## src/rtl/redmule_tile_pkg.sv

```systemverilog
// Shared types for the tile data path: core data port request/response,
// address decode rules and the target-index width helper.
package redmule_tile_pkg;

  localparam int unsigned TILE_ADDR_W = 32;
  localparam int unsigned TILE_DATA_W = 32;

  typedef struct packed {
    logic                     req;
    logic [TILE_ADDR_W-1:0]   addr;
    logic                     we;
    logic [TILE_DATA_W/8-1:0] be;
    logic [TILE_DATA_W-1:0]   wdata;
  } core_data_req_t;

  typedef struct packed {
    logic                   gnt;
    logic                   rvalid;
    logic [TILE_DATA_W-1:0] rdata;
    logic                   err;
    logic                   exokay;
  } core_data_rsp_t;

  typedef struct packed {
    logic [TILE_ADDR_W-1:0] base;
    logic [TILE_ADDR_W-1:0] mask;
  } addr_rule_t;

  // One extra index beyond the real targets encodes the internal error target.
  function automatic int unsigned tgt_idx_w(input int unsigned n_tgt);
    return $clog2(n_tgt + 1);
  endfunction

endpackage

```

## src/rtl/tile_data_addr_dec.sv

```systemverilog
// Combinational base/mask address decoder; lowest matching index wins,
// no match selects the error target index N_TGT.
module tile_data_addr_dec
  import redmule_tile_pkg::*;
#(
  parameter int unsigned N_TGT  = 2,
  parameter int unsigned ADDR_W = TILE_ADDR_W,
  parameter int unsigned IDX_W  = tgt_idx_w(N_TGT)
) (
  input  logic [ADDR_W-1:0] addr,
  input  addr_rule_t        rules [N_TGT],
  output logic [IDX_W-1:0]  sel
);

  // Scan from the top so the lowest matching index is written last.
  always_comb begin
    sel = IDX_W'(N_TGT);
    for (int i = N_TGT - 1; i >= 0; i--) begin
      if ((addr & rules[i].mask) == (rules[i].base & rules[i].mask)) begin
        sel = IDX_W'(i);
      end
    end
  end

endmodule

```

## src/rtl/tile_data_demux.sv

```systemverilog
// Core data port demultiplexer: routes requests to N_TGT targets, keeps
// responses in order by only issuing to one target at a time.
module tile_data_demux
  import redmule_tile_pkg::*;
#(
  parameter int unsigned N_TGT        = 2,
  parameter int unsigned MAX_OUTST    = 4,
  parameter int unsigned ADDR_W       = TILE_ADDR_W,
  parameter int unsigned DATA_W       = TILE_DATA_W,
  parameter bit          PROTO_ASSERT = 1'b1
) (
  input  logic           clk_i,
  input  logic           rst_ni,
  input  core_data_req_t core_req_i,
  output core_data_rsp_t core_rsp_o,
  output core_data_req_t tgt_req_o  [N_TGT],
  input  core_data_rsp_t tgt_rsp_i  [N_TGT],
  input  addr_rule_t     tgt_rule_i [N_TGT]
);

  localparam int unsigned       IDX_W     = tgt_idx_w(N_TGT);
  localparam int unsigned       CNT_W     = $clog2(MAX_OUTST + 1);
  localparam logic [IDX_W-1:0]  ERR_IDX   = IDX_W'(N_TGT);
  localparam logic [DATA_W-1:0] ERR_RDATA = '0;

  logic [IDX_W-1:0]  sel;
  logic [IDX_W-1:0]  last_tgt;
  logic [CNT_W-1:0]  cnt;
  logic              err_pend_p1;
  logic              issue_ok;
  logic              sel_gnt;
  logic              req_fire;
  logic              rsp_fire;
  logic              cnt_live;
  logic              proto_viol;
  core_data_rsp_t    last_rsp;

  tile_data_addr_dec #(
    .N_TGT  (N_TGT),
    .ADDR_W (ADDR_W),
    .IDX_W  (IDX_W)
  ) u_dec (
    .addr  (core_req_i.addr),
    .rules (tgt_rule_i),
    .sel   (sel)
  );

  // Only one target may have traffic in flight, so in-order return is free.
  always_comb begin
    cnt_live = (cnt != '0);
    issue_ok = rst_ni & (cnt < CNT_W'(MAX_OUTST)) & (!cnt_live | (sel == last_tgt));
    sel_gnt  = 1'b0;
    for (int i = 0; i < N_TGT; i++) begin
      tgt_req_o[i]     = core_req_i;
      tgt_req_o[i].req = core_req_i.req & (sel == IDX_W'(i)) & issue_ok;
      if (sel == IDX_W'(i)) sel_gnt = tgt_rsp_i[i].gnt;
    end
  end

  // Response source follows the target of the oldest outstanding transaction.
  always_comb begin
    last_rsp        = '0;
    last_rsp.rvalid = err_pend_p1;
    last_rsp.rdata  = ERR_RDATA;
    last_rsp.err    = 1'b1;
    last_rsp.exokay = 1'b0;
    proto_viol      = 1'b0;
    for (int i = 0; i < N_TGT; i++) begin
      if (last_tgt == IDX_W'(i)) last_rsp = tgt_rsp_i[i];
      if (tgt_rsp_i[i].rvalid && (!cnt_live || last_tgt != IDX_W'(i))) proto_viol = 1'b1;
    end
  end

  always_comb begin
    core_rsp_o        = '0;
    core_rsp_o.gnt    = (sel == ERR_IDX) ? issue_ok : (issue_ok & sel_gnt);
    core_rsp_o.rvalid = cnt_live & last_rsp.rvalid;
    core_rsp_o.rdata  = cnt_live ? last_rsp.rdata : '0;
    core_rsp_o.err    = cnt_live & last_rsp.err;
    core_rsp_o.exokay = cnt_live & last_rsp.exokay;
    req_fire          = core_req_i.req & core_rsp_o.gnt;
    rsp_fire          = core_rsp_o.rvalid;
  end

  always_ff @(posedge clk_i or negedge rst_ni) begin
    if (!rst_ni) begin
      cnt         <= '0;
      last_tgt    <= '0;
      err_pend_p1 <= 1'b0;
    end else begin
      if (req_fire) last_tgt <= sel;
      err_pend_p1 <= req_fire & (sel == ERR_IDX);
      case ({req_fire, rsp_fire})
        2'b10:   cnt <= cnt + CNT_W'(1);
        2'b01:   cnt <= cnt - CNT_W'(1);
        default: cnt <= cnt;
      endcase
    end
  end

  // Stray responses never reach the core; this flags them in simulation.
  always_ff @(posedge clk_i) begin
    if (PROTO_ASSERT && rst_ni) assert (!proto_viol);
  end

endmodule

```

## config.mk

```make
export PLATFORM = sky130hd
export DESIGN_NAME = tile_data_demux
export DESIGN_NICKNAME = d
export VERILOG_FILES = /design/src/rtl/redmule_tile_pkg.sv /design/src/rtl/tile_data_addr_dec.sv /design/src/rtl/tile_data_demux.sv
export SDC_FILE = /design/constraint.sdc
export NUM_CORES = 1
export LEC_CHECK = 0
export BUFFER_PORTS_ARGS = -buffer_cell sky130_fd_sc_hd__buf_2
export CAP_MARGIN = 30
export CORE_AREA = 2 2 175 177
export CTS_CLUSTER_SIZE = 30
export DETAILED_ROUTE_END_ITERATION = 10
export DIE_AREA = 0 0 177 179
export MAX_ROUTING_LAYER = met4
export SLEW_MARGIN = 40
export SYNTH_ARGS = -nofsm -noshare
export SYNTH_HDL_FRONTEND = slang
export SYNTH_SLANG_ARGS = --single-unit
```

## constraint.sdc

```tcl
create_clock -name clk_i -period 3.54 [get_ports clk_i]
set_input_delay 0.177 -clock clk_i [delete_from_list [all_inputs] [get_ports clk_i]]
set_output_delay 0.177 -clock clk_i [all_outputs]
set_load 0.01 [all_outputs]
```

---- Yosys cells after proc, flatten, opt, wreduce, memory -nomap -nowiden ----
Index checks and enable logic that the tools add are counted.
word-level totals
  register bits ........................... 6
  output and inout port bits .............. 176
operators by class
  add/sub/neg operators ................... 2
  order comparisons ....................... 1
  equality and inequality tests ........... 8
  muxes and demuxes ....................... 9
  bitwise operators ....................... 17
  reductions and logical operators ........ 5
operators with widths
  cell                                              count
  bitwise AND 32 bit                                4
  two-way mux 35 bit                                2
  == test 32 bit                                    2
  two-way mux 32 bit                                1
  bitwise AND 1 bit                                 12
  == test 2 x 1 -> 1 bit, second input constant     3
  case mux 3 bit (2 select lines)                   1
  == test 2 bit, second input constant              2
  logical NOT 2 bit                                 2
  two-way mux 2 bit                                 2
  adder 3 x 1 -> 3 bit, second input constant       1
  < comparator 3 bit, second input constant         1
  two-way mux 1 bit                                 3
  nonzero test 3 bit                                1
  subtractor 3 x 1 -> 3 bit, second input constant  1
  == test 2 bit                                     1
  nonzero test 2 bit                                1
  logical NOT 1 bit                                 1
  bitwise OR 1 bit                                  1

---- Longest topological paths before layout ----
Gate-level depths: netlist of the first run.
  depth after elaboration ................. 12
  depth in mapped cells ................... 14
  gate-level depth less buffers ........... 14

---- Cells and area by module ----
From an unflattened synthesis of the first run, not the netlist that was laid out.
unflattened totals
  cells, all modules ...................... 364
  area total of the unflattened synthesis .. 2,862.7 um^2
modules (own cells, without submodules)
  module              instances  cells an instance  area each (um^2)  seq. area each (um^2)
  tile_data_demux     1          256                1,983.2           150.1
  tile_data_addr_dec  1          108                879.6             0.0

---- Least setup slack after synthesis of the first run ----
OpenSTA, ideal clock, no wires.
  kind .................................... input -> register
  start ................................... input port core_req_i[60] (netlist bit)
  end ..................................... register cnt[2]
  setup time .............................. 79 ps
  data arrival time ....................... 2,524 ps
  required time ........................... 3,461 ps
  slack ................................... 936 ps
  stages on the path ...................... 14
  path buffers ............................ 0
  cell sequence ........................... xor2_1 a22oi_1 nand4_1 nor4_4 nor2b_2 a211oi_4 nor3_4 inv_1 ha_1 inv_1 fa_1 xor2_1 nor2_1 xor2_1
between the ends
  word-level cells in the longest chain between the ends .. 12
  elaborated cells between the ends (all ways) .. 21
ends and longest elaborated chain
  item                                                                   line                                          RTL
  start, declared                                                        tile_data_demux.sv:14                         input core_data_req_t core_req_i,
  bitwise AND 32 bit                                                     tile_data_addr_dec.sv:19                      if ((addr & rules[i].mask) == (rules[i].base & rules[i].mask)) begin
  == test 32 bit                                                         tile_data_addr_dec.sv:19
  two-way mux 2 bit                                                      tile_data_addr_dec.sv:19
  two-way mux 2 bit (*)                                                  tile_data_addr_dec.sv:19
  == test 2 bit or logical NOT 2 bit (tied branches)                     tile_data_demux.sv:51, tile_data_demux.sv:56
  bitwise OR 1 bit or two-way mux 1 bit (tied branches)                  tile_data_demux.sv:51, tile_data_demux.sv:56
  bitwise AND 1 bit or two-way mux 1 bit (tied branches)                 tile_data_demux.sv:51, tile_data_demux.sv:56
  bitwise AND 1 bit                                                      tile_data_demux.sv:76                         core_rsp_o.gnt = (sel == ERR_IDX) ? issue_ok : (issue_ok & sel_gnt);
  two-way mux 1 bit (*)                                                  tile_data_demux.sv:76
  bitwise AND 1 bit (*)                                                  tile_data_demux.sv:81                         req_fire = core_req_i.req & core_rsp_o.gnt;
  == test 2 x 1 -> 1 bit or == test 2 bit (tied branches)                tile_data_demux.sv:93                         case ({req_fire, rsp_fire})
  case mux 3 bit (2 select lines) or nonzero test 2 bit (tied branches)  --
  end signal, assigned                                                   tile_data_demux.sv:94                         2'b10: cnt <= cnt + CNT_W'(1);
  end signal, assigned                                                   tile_data_demux.sv:95                         2'b01: cnt <= cnt - CNT_W'(1);
  end signal, assigned                                                   tile_data_demux.sv:96                         default: cnt <= cnt;
  end, declared                                                          tile_data_demux.sv:28                         logic [CNT_W-1:0] cnt;
Every way passes the cells marked *; elsewhere a longest branch is shown, timed or not.
A chain may end at the register's enable or synchronous reset.

---- Worst setup path in the final report of the first run ----
  start ................................... input port core_req_i[58] (netlist bit)
  end ..................................... register cnt[2]
Same word-level chain as after synthesis.

==> results by group, run 1 <==
Global route
  – Met3 usage in global routing: 2.12%
  – Vias in the first global route: 2,684
  – Antenna violations before repair: 0
  – Largest net degree at the start of global routing: 36
  – First-pass GRT wire length: 16.9 mm
  – Met1 Resource Use GR: 11.1%
  – Total Routing Usage GR: 7.53%
  – GR peak layer: met1
  – GRT overflow: 0
  – GR met2 Demand/Resource: 9.89%

Power
  – Part of the power in registers: 13.9%
  – P_leak: 2.11 nW
  – Psw: 0.341 mW
  – Share of power burned in the clock network: 23.0%
  – Internal power: 0.492 mW
  – Peak VDD IR: 0.000118 V
  – Total power: 0.833 mW
  – Sw Ratio: 40.9%
  – Combinational Power Share: 63.1%
  – Pwr/cell area: 203 nW/um^2

CTS
  – Root buffer cell: clkbuf_16
  – Inserted Clock Buffers: 3
  – # Post-CTS Setup Buffers: 0
  – CTS tree: built
  – Post-CTS Resized: 0
  – Worst skew pair latency: 0.23 ns
  – H-tree levels: 1
  – Clock Tree Buf Depth: 2
  – Clock transition at the registers of the reported paths: 0.04 ns
  – Clk sink count: 6

Critical path
  – Critical Path AT: 3.30 ns
  – CP required: 3.70 ns
  – Crit end category: flip-flop
  – Most frequent CP cell: xor2_1
  – CP cell instances: buf_2 -> xor2_1 -> a22oi_1 -> nand4_1 -> nor4_2 -> or2b_1 -> o21ai_2 -> nor3_4 -> inv_1 -> ha_1 -> inv_1 -> fa_1 -> xor2_1 -> nor2_1 -> xor2_1
  – CP max stage delay: 0.54 ns
  – Worst-path maximum fanout: 4
  – Reg-to-reg setup timing slack: 1.00 ns
  – Worst setup SP type: input port
  – Kind of critical path: input port to flip-flop
  – Critical path's slowest cell: nor4_2

Logic synthesis
  – Synth warnings: 0
  – Syn_area_per_cell: 7.88 um^2
  – Post-synthesis net count: 640
  – Sequential element share of the synthesized area: 5.20%
  – Gate Count Post-Synth: 366
  – #FFs+latches synth: 6
  – Post-Syn Area: 2890 um^2
  – Cell variety after synth: 33

Hold path
  – Worst Hold Class: input port to primary output

Floorplanning
  – Row cnt: 64
  – Starting density of the core: 9.61%
  – Core Area: 30,000 um^2
  – Die ar.: 31,700 um^2
  – IO Pins: 448
  – Die outline height: 179 um
  – Die W: 177 um

STA
  – Final Max Slew Viols: 0
  – Final hold slack: 0.354 ns
  – Min Clock Period, post-route: 3.15 ns
  – Share of the cycle needed by the critical path after routing: 88.9%
  – Final worst slack: 0.394 ns
  – Rel. slew slack: 57.6%
  – Final Setup Violations: 0
  – Final hold violations: 0
  – Post-route clock skew: 0.00377 ns
  – RSZ-0062 raised after global routing: false
  – Maximum clock rate: 318 MHz
  – Worst-Margin Slew: 0.637 ns

Route
  – Avg Vias per Cell: 3.21
  – Initial detailed-routing violation count: 136
  – DR pass1 iterations: 4
  – Via Count: 3,075
  – Routed Antenna Nets: 0
  – Wire per inst: 13.8 um
  – DRC Markers: 0
  – Total length of routed wires: 13.3 mm

Placement
  – Gp weighted congestion: 0.953
  – Placement Setup Slack: -0.00708 ns
  – DPL Wire Length: 12.1 mm
  – Port bufs: 336
  – Cells after DPL: 953

Cells and area
  – Nets@finish: 837
  – Fraction of layout cells with a size suffix above 1: 62.6%
  – Commonest non-fill, non-tap cell in the layout: buf_2
  – Reg area: 151 um^2
  – Layout area overhead: 42.0%
  – Non-filler cells, final: 959
  – Most frequent cells in the layout: buf_2, xor2_1, nor2_1
  – Filler cells: 3,456
  – Multi-input gate area: 1640 um^2

Run status
  – Status: finished, final reports clean

Job
  – Reported max-cap violation count: 0
-- path summary, 6_finish.rpt --
kind,startpoint,endpoint,cells after the start
setup / recovery,core_req_i[58],cnt[2],15
hold / removal,core_req_i[3],tgt_req_o[73],0
setup reg to reg,last_tgt[0],cnt[2],11
hold reg to reg,cnt[0],cnt[0],1
max in group asynchronous,rst_ni,last_tgt[0],2
min in group asynchronous,rst_ni,last_tgt[1],2
-- worst max-delay path: cells and delay by family --
kind	cells	cell delay, ns
AOI/OAI and AO/OA	2	0.51
adders and majority gates	2	0.54
xor gates and xnor gates	3	0.50
buffers and inverters	3	0.28
and+or+nand+nor	5	1.29
-- state kept, by name (all words and copies together) (netlist names) --
signal and count:
cnt 3, err_pend_p1 1, last_tgt 2
-- cell usage after synthesis (all sizes together) --
master / instances / area share, %
buf: 143 / 37
xor2: 66 / 20
nor2: 40 / 5.2
mux2i: 35 / 12
a22oi: 32 / 8.3
nand4: 8 / 2.0
dfrtp: 6 / 5.2
inv: 5 / 0.65
clkbuf: 4 / 0.52
nor3: 4 / 1.1
a211oi: 2 / 0.95
and2: 2 / 0.48
mux2: 2 / 0.78
nor2b: 2 / 0.52
nor4: 2 / 1.2
nor4b: 2 / 0.61
or2b: 2 / 0.52
a21o: 1 / 0.30
a21oi: 1 / 0.17
fa: 1 / 0.69
ha: 1 / 0.43
nor4bb: 1 / 0.35
o21ai: 1 / 0.30
or2: 1 / 0.22
or4bb: 1 / 0.39
xnor2: 1 / 0.30
-- power by group through the flow --
stage	clock network, mW	registers, mW	logic [mW]
2_1_floorplan	0	0.110	0.383
3_3_place_gp	0	0.115	0.529
3_5_place_dp	0	0.117	0.531
4_1_cts	0.191	0.117	0.536
5_1_grt	0.196	0.119	0.579
6_report	0.192	0.116	0.526
-- final cells by class --
class / instances / area share [%]
multi-input cells: 208 / 40.1
repair buffers: 339 / 41.7
clock buffers: 4 / 1.92
flip-flops and latches: 6 / 3.70
well taps: 396 / 12.1
diodes: 1 / 0.0611
inverters: 5 / 0.458
-- stage by stage --
stage                     cell area, um^2  setup TNS [ns]  util (%)
after floorplan                      2890               0         -
after global placement               4010         -0.0615      13.3
after detailed placement             4010        -0.00708      13.3
after CTS                            4090               0      13.6
after global routing                 4090               0      13.6
final                                4100               0      13.6
-- logic make-up (layout without fill, tap and decap cells) --
group | after synthesis | count (layout) | share of synthesized area, %
buf+inv | 152 | 348 | 37.9
other cells | 0 | 1 | 0
fa+ha+maj | 2 | 2 | 1.13
compound gates | 37 | 37 | 10.1
flops | 6 | 6 | 5.20
mux | 37 | 37 | 12.9
xor+xnor | 67 | 67 | 20.3
simple gates | 65 | 65 | 12.5
-- metal layers --
metal	vias to the layer above	wire length (um)
met5	-	0
met4	0	218
met3	29	1240
met2	172	5500
met1	1387	6300
li1	1487	-
-- repair_timing --
action,CTS,global route
hold buffers,1,0
endpoints found under the hold margin,6,0
endpoints found under the setup margin,0,0
No activity file was read; power rests on OpenSTA's default activity.
==> run 2: changes to the inputs <==
MAX_ROUTING_LAYER = not set   (was met4)
==> results by group, run 2 (synthesis results as in run 1) <==
Critical path
  – Kind of critical path: input port to flip-flop
  – Critical Path AT: 3.33 ns (+0.03 ns)
  – Crit end category: flip-flop
  – Worst-path maximum fanout: 4 (unchanged)
  – CP required: 3.69 ns (about the same)
  – Worst setup SP type: input port

Cells and area
  – Commonest non-fill, non-tap cell in the layout: buf_2
  – Fraction of layout cells with a size suffix above 1: 62.6% (unchanged)
  – Largest register FFs: 3 (unchanged)
  – Top flop regs: cnt (3), last_tgt (2), err_pend_p1 (1)
  – Layout Utilization: 13.6% (about the same)
  – Most frequent cells in the layout: buf_2, xor2_1, nor2_1
  – Post-route cell area: 4090 um^2 (about the same)
  – Nets@finish: 837 (unchanged)
  – # diodes: 0 (-1)
  – Largest register by flop count: cnt
  – Layout area overhead: 41.9% (about the same)
  – Filler cells: 3,456 (unchanged)

Floorplanning
  – IO Pins: 448 (unchanged)
  – Starting density of the core: 9.61% (unchanged)
  – Die ar.: 31,700 um^2 (unchanged)
  – Row cnt: 64 (unchanged)
  – Die W: 177 um (unchanged)
  – Core Area: 30,000 um^2 (unchanged)
  – Die outline height: 179 um (unchanged)

Power
  – Combinational Power Share: 63.2% (about the same)
  – Peak VDD IR: 0.000116 V (-2.0%)
  – P_leak: 2.11 nW (about the same)
  – Internal power: 0.492 mW (about the same)
  – Pwr/cell area: 203 nW/um^2 (-0.19%)
  – Sw Ratio: 40.8% (-0.13 points)
  – Share of power burned in the clock network: 22.9% (about the same)
  – Psw: 0.339 mW (-0.57%)
  – Part of the power in registers: 14.0% (about the same)

Route
  – DR pass1 iterations: 4 (unchanged)
  – DRC Markers: 0 (unchanged)
  – Wire per inst: 13.8 um (about the same)
  – Avg Vias per Cell: 3.21 (+0.14%)
  – Total length of routed wires: 13.2 mm (-0.17%)
  – Initial detailed-routing violation count: 140 (+2.9%)
  – Routed Antenna Nets: 0 (unchanged)
  – Via Count: 3,076 (+0.033%)

STA
  – RSZ-0062 raised after global routing: false
  – Maximum clock rate: 315 MHz (-0.98%)
  – Worst-Margin Slew: 0.637 ns (+0.000575 ns)
  – Final Setup Violations: 0 (unchanged)
  – Rel. slew slack: 57.5% (about the same)
  – Post-route clock skew: 0.00369 ns (-0.0000800 ns)
  – Share of the cycle needed by the critical path after routing: 89.8% (+0.88 points)
  – Final hold violations: 0 (unchanged)
  – Min Clock Period, post-route: 3.18 ns (+0.0312 ns)
  – Final Max Slew Viols: 0 (unchanged)

CTS
  – # Post-CTS Setup Buffers: 0 (unchanged)
  – H-tree levels: 1 (unchanged)
  – CTS tree: built
  – Inserted Clock Buffers: 3 (unchanged)
  – Clock transition at the registers of the reported paths: 0.04 ns (about the same)
  – Clk sink count: 6 (unchanged)
  – Clock Tree Buf Depth: 2 (unchanged)
  – Worst skew pair latency: 0.23 ns (about the same)
  – Root buffer cell: clkbuf_16

Hold path
  – Worst Hold Class: input port to primary output

Placement
  – Gp weighted congestion: 0.937 (-1.8%)
  – Port bufs: 336 (unchanged)
  – DPL Wire Length: 12.1 mm (unchanged)
  – Placed inst area: 4010 um^2 (unchanged)

Run status
  – Status: finished, final reports clean

Global route
  – Total Routing Usage GR: 7.32% (-0.21 points)
  – GRT overflow: 0 (unchanged)
  – Vias in the first global route: 2,683 (-0.037%)
  – First-pass GRT wire length: 16.9 mm (unchanged)
  – Largest net degree at the start of global routing: 36 (unchanged)
  – Antenna violations before repair: 0 (unchanged)

Job
  – Reported max-cap violation count: 0 (unchanged)
## run 2: cell types whose count changed in the layout (fill, tap and decap cells not counted), sizes merged
cell,before,now
diode,1,0
## run 2: worst max-delay path, cell delays in order
cell and delay [ns]:
buf_2 0.16, xor2_1 0.20, a22oi_1 0.35, nand4_1 0.27, nor4_2 0.54, or2b_1 0.30, o21ai_2 0.18, nor3_4 0.08
inv_1 0.06, ha_1 0.17, inv_1 0.06, fa_1 0.37, xor2_1 0.15, nor2_1 0.11, xor2_1 0.15
## run 2: final cells by class
class | count | area [um^2] | area share (%)
Timing Repair Buffer | 339 | 1710 | 41.7
Multi-Input combinational cell | 208 | 1640 | 40.1
Tap cell | 396 | 495 | 12.1
Sequential cell | 6 | 151 | 3.70
Clock buffer | 4 | 78.8 | 1.93
Inverter | 5 | 18.8 | 0.458
## run 2: final timing paths
kind	from	endpoint	slack, ns	cells past startpoint
max	core_req_i[58]	cnt[2]	0.36	15
min	core_req_i[3]	tgt_req_o[73]	0.35	0
max reg2reg	last_tgt[0]	cnt[2]	1.01	11
min reg2reg	cnt[0]	cnt[0]	0.55	1
max in group asynchronous	rst_ni	last_tgt[0]	3.00	2
min in group asynchronous	rst_ni	last_tgt[1]	0.36	2
## run 2: power by group through the flow
stage	Sequential, mW	Clock (mW)	Combinational, mW
floorplan	0.110	0	0.383
global placement	0.115	0	0.529
detailed placement	0.117	0	0.531
CTS	0.117	0.191	0.536
global route	0.119	0.196	0.579
finish	0.116	0.190	0.525
## run 2: repair_timing
item,in CTS,in global routing
resized for setup,0,0
endpoints found under the hold margin,6,0
hold buffers,1,0
## run 2: metal layers
metal | up-vias | GRT usage (%) | routed length, um
li1 | 1483 | - | -
met1 | 1395 | 11.0 | 6290
met2 | 167 | 9.91 | 5510
met3 | 31 | 2.14 | 1210
met4 | 0 | 1.79 | 223
met5 | - | 0 | 0
## run 2: stage by stage
step                hold slack, ns  setup TNS, ns  std cells  setup slack (ns)  total power [mW]
CTS                          0.354              0        958             0.212             0.843
finish                       0.354              0        958             0.362             0.831
global route                 0.354              0        958            0.0921             0.894
floorplan                   -0.119              0        366             0.936             0.493
global placement            0.0257        -0.0615        953           -0.0615             0.644
detailed placement          0.0272       -0.00708        953          -0.00708             0.648
==> run 3: changes to the inputs <==
CORE_AREA = 2 2 174 176   (was 2 2 175 177)
DIE_AREA = 0 0 176 178   (was 0 0 177 179)
clock period = 2.6 ns   (was 3.54 ns; I/O delays follow)
==> results by group, run 3 (synthesis results as in run 1) <==
Route
  – Avg Vias per Cell: 3.24 (+1.0%)
  – DR pass1 iterations: 4 (unchanged)
  – Total length of routed wires: 13.4 mm (+1.3%)
  – Initial detailed-routing violation count: 124 (-11%)
  – Via Count: 3,201 (+4.1%)
  – Routed Antenna Nets: 0 (unchanged)
  – Wire per inst: 13.6 um (-1.7%)
  – DRC Markers: 0 (unchanged)

STA
  – Post-route clock skew: 0.000208 ns (-0.00348 ns)
  – Rel. slew slack: 58.5% (+1.0 points)
  – Setup_tns: -0.267 ns (-0.267 ns)
  – Final Max Slew Viols: 0 (unchanged)
  – RSZ-0062 raised after global routing: true
  – Min Clock Period, post-route: 2.81 ns
  – Share of the cycle needed by the critical path after routing: 108%
  – Final hold slack: 0.237 ns (-0.117 ns)
  – Worst-Margin Slew: 0.622 ns (-0.0153 ns)
  – Final hold violations: 0 (unchanged)
  – Maximum clock rate: 355 MHz
  – Final Setup Violations: 3 (+3)
  – Final worst slack: -0.213 ns (-0.576 ns)

CTS
  – CTS tree: built
  – Clock transition at the registers of the reported paths: 0.03 ns (about the same)
  – Inserted Clock Buffers: 3 (unchanged)
  – Clock Tree Buf Depth: 2 (unchanged)
  – Root buffer cell: clkbuf_16
  – H-tree levels: 1 (unchanged)
  – Worst skew pair latency: 0.23 ns (about the same)
  – Clk sink count: 6 (unchanged)

Power
  – Share of power burned in the clock network: 20.2% (-2.7 points)
  – Sw Ratio: 39.0% (-1.7 points)
  – Part of the power in registers: 11.8% (-2.2 points)
  – Peak VDD IR: 0.000187 V (+61%)
  – Combinational Power Share: 68.0% (+4.8 points)
  – Psw: 0.495 mW (+46%)
  – P_leak: 2.31 nW (+9.6%)
  – Pwr/cell area: 281 nW/um^2 (+38%)
  – Internal power: 0.772 mW (+57%)

Floorplanning
  – Die outline height: 178 um (-0.56%)
  – IO Pins: 448 (unchanged)
  – Die ar.: 31,300 um^2 (-1.1%)
  – Core Area: 29,400 um^2 (-2.1%)
  – Die W: 176 um (-0.56%)
  – Starting density of the core: 9.81% (+0.20 points)
  – Row cnt: 63 (-1.6%)

Run status
  – Failing checks: setup timing
  – Status: complete, but fails checks

Cells and area
  – Largest register FFs: 3 (unchanged)
  – Layout area overhead: 56.3%
  – Commonest non-fill, non-tap cell in the layout: buf_2
  – Fraction of layout cells with a size suffix above 1: 67.6% (+5.0 points)
  – Layout Utilization: 15.3% (+1.7 points)
  – Most frequent cells in the layout: buf_2, xor2_1, nor2_1
  – Largest register by flop count: cnt
  – Nets@finish: 871 (+4.1%)
  – Top flop regs: cnt (3), last_tgt (2), err_pend_p1 (1)
  – Post-route cell area: 4510 um^2 (+10%)

Critical path
  – Critical path's slowest cell: fa_2
  – Worst setup SP type: input port
  – CP required: 2.75 ns (-0.94 ns)
  – CP max stage delay: 0.35 ns (-0.19 ns)
  – Critical Path AT: 2.96 ns (-0.37 ns)
  – Most frequent CP cell: xor2_1
  – Crit end category: flip-flop
  – CP cell instances: buf_4 -> xor2_1 -> a22oi_2 -> nand4_1 -> nor4_4 -> buf_4 -> or2b_1 -> o21ai_2 -> nor3_4 -> inv_1 -> ha_2 -> inv_2 -> fa_2 -> xor2_1 -> nor2_1 -> xor2_1
  – Worst-path maximum fanout: 2 (-2)
  – Kind of critical path: input port to flip-flop
  – Reg-to-reg startpoint: last_tgt[0]
  – Critical Path Source: core_req_i[58]
  – Crit-path leading delay family: simple AND/OR/NAND/NOR gates
  – Buffers & Inverters on Critical Path: 4 (+1)
  – Reg-to-reg setup timing slack: 0.23 ns (-0.78 ns)

Global route
  – GRT overflow: 0 (unchanged)
  – Largest net degree at the start of global routing: 36 (unchanged)
  – Vias in the first global route: 2,877 (+7.2%)
  – First-pass GRT wire length: 17.9 mm (+5.6%)
  – Antenna violations before repair: 1 (+1)
  – Total Routing Usage GR: 7.62% (+0.30 points)

Job
  – Reported max-cap violation count: 0 (unchanged)

Placement
  – DPL Wire Length: 12.2 mm (+0.44%)
  – Gp weighted congestion: 0.923 (-1.4%)
  – Port bufs: 336 (unchanged)
  – Placed inst area: 4220 um^2 (+5.2%)

Hold path
  – Worst Hold Class: input port to async pin
==> run 3: final timing paths <==
path                                 end  cells after the start
max                               cnt[2]                     16
min                          err_pend_p1                      2
max reg2reg                       cnt[2]                     11
min reg2reg                       cnt[0]                      1
max in group asynchronous    last_tgt[0]                      3
min in group clk_i         tgt_req_o[19]                      0
==> run 3: power groups by stage <==
| stage | registers, mW | clock network [mW] | logic (mW) |
|---|---|---|---|
| final | 0.150 | 0.256 | 0.861 |
| after global routing | 0.155 | 0.270 | 0.937 |
| after CTS | 0.150 | 0.260 | 0.848 |
| after detailed placement | 0.149 | 0 | 0.794 |
| after global placement | 0.150 | 0 | 0.785 |
| after floorplan | 0.150 | 0 | 0.522 |
==> run 3: worst register-to-register path, cell delays in order, from the launching register on <==
cell	delay [ns]
dfrtp_2	0.38
or4bb_1	0.53
nor3_2	0.20
a211oi_4	0.07
nor3_4	0.19
inv_1	0.07
ha_2	0.19
inv_2	0.06
fa_2	0.20
xor2_1	0.14
nor2_1	0.07
xor2_1	0.15
==> run 3: stage by stage <==
step | power, mW | setup slack [ns] | cells
after detailed placement | 0.942 | -0.832 | 976
after floorplan | 0.671 | 0.0434 | 366
after global placement | 0.935 | -0.807 | 976
final | 1.27 | -0.213 | 987
after CTS | 1.26 | -0.275 | 985
after global routing | 1.36 | -0.409 | 986
==> run 3: final cells by class <==
| type | instances | area [um^2] |
|---|---|---|
| diodes | 1 | 2.50 |
| repair buffers | 373 | 2010 |
| multi-input cells | 208 | 1760 |
| clock buffers | 4 | 78.8 |
| flip-flops and latches | 6 | 151 |
| well taps | 390 | 488 |
| fillers | 3380 | 24900 |
| inverters | 5 | 18.8 |
==> run 3: layer usage <==
metal | vias up | global-route usage [%] | wire, um
li1 | 1548 | - | -
met1 | 1488 | 11.3 | 5960
met2 | 128 | 11.1 | 6090
met3 | 35 | 1.53 | 1110
met4 | 2 | 1.96 | 231
met5 | - | 0 | 13
==> run 3: what timing repair did <==
action                                  in CTS  in global routing
buffers inserted                             4                  1
hold endpoints to repair                     6                  0
pin swaps                                   18                  6
resized for setup                           29                  8
endpoints found under the setup margin       7                  4
hold buffers                                 1                  0
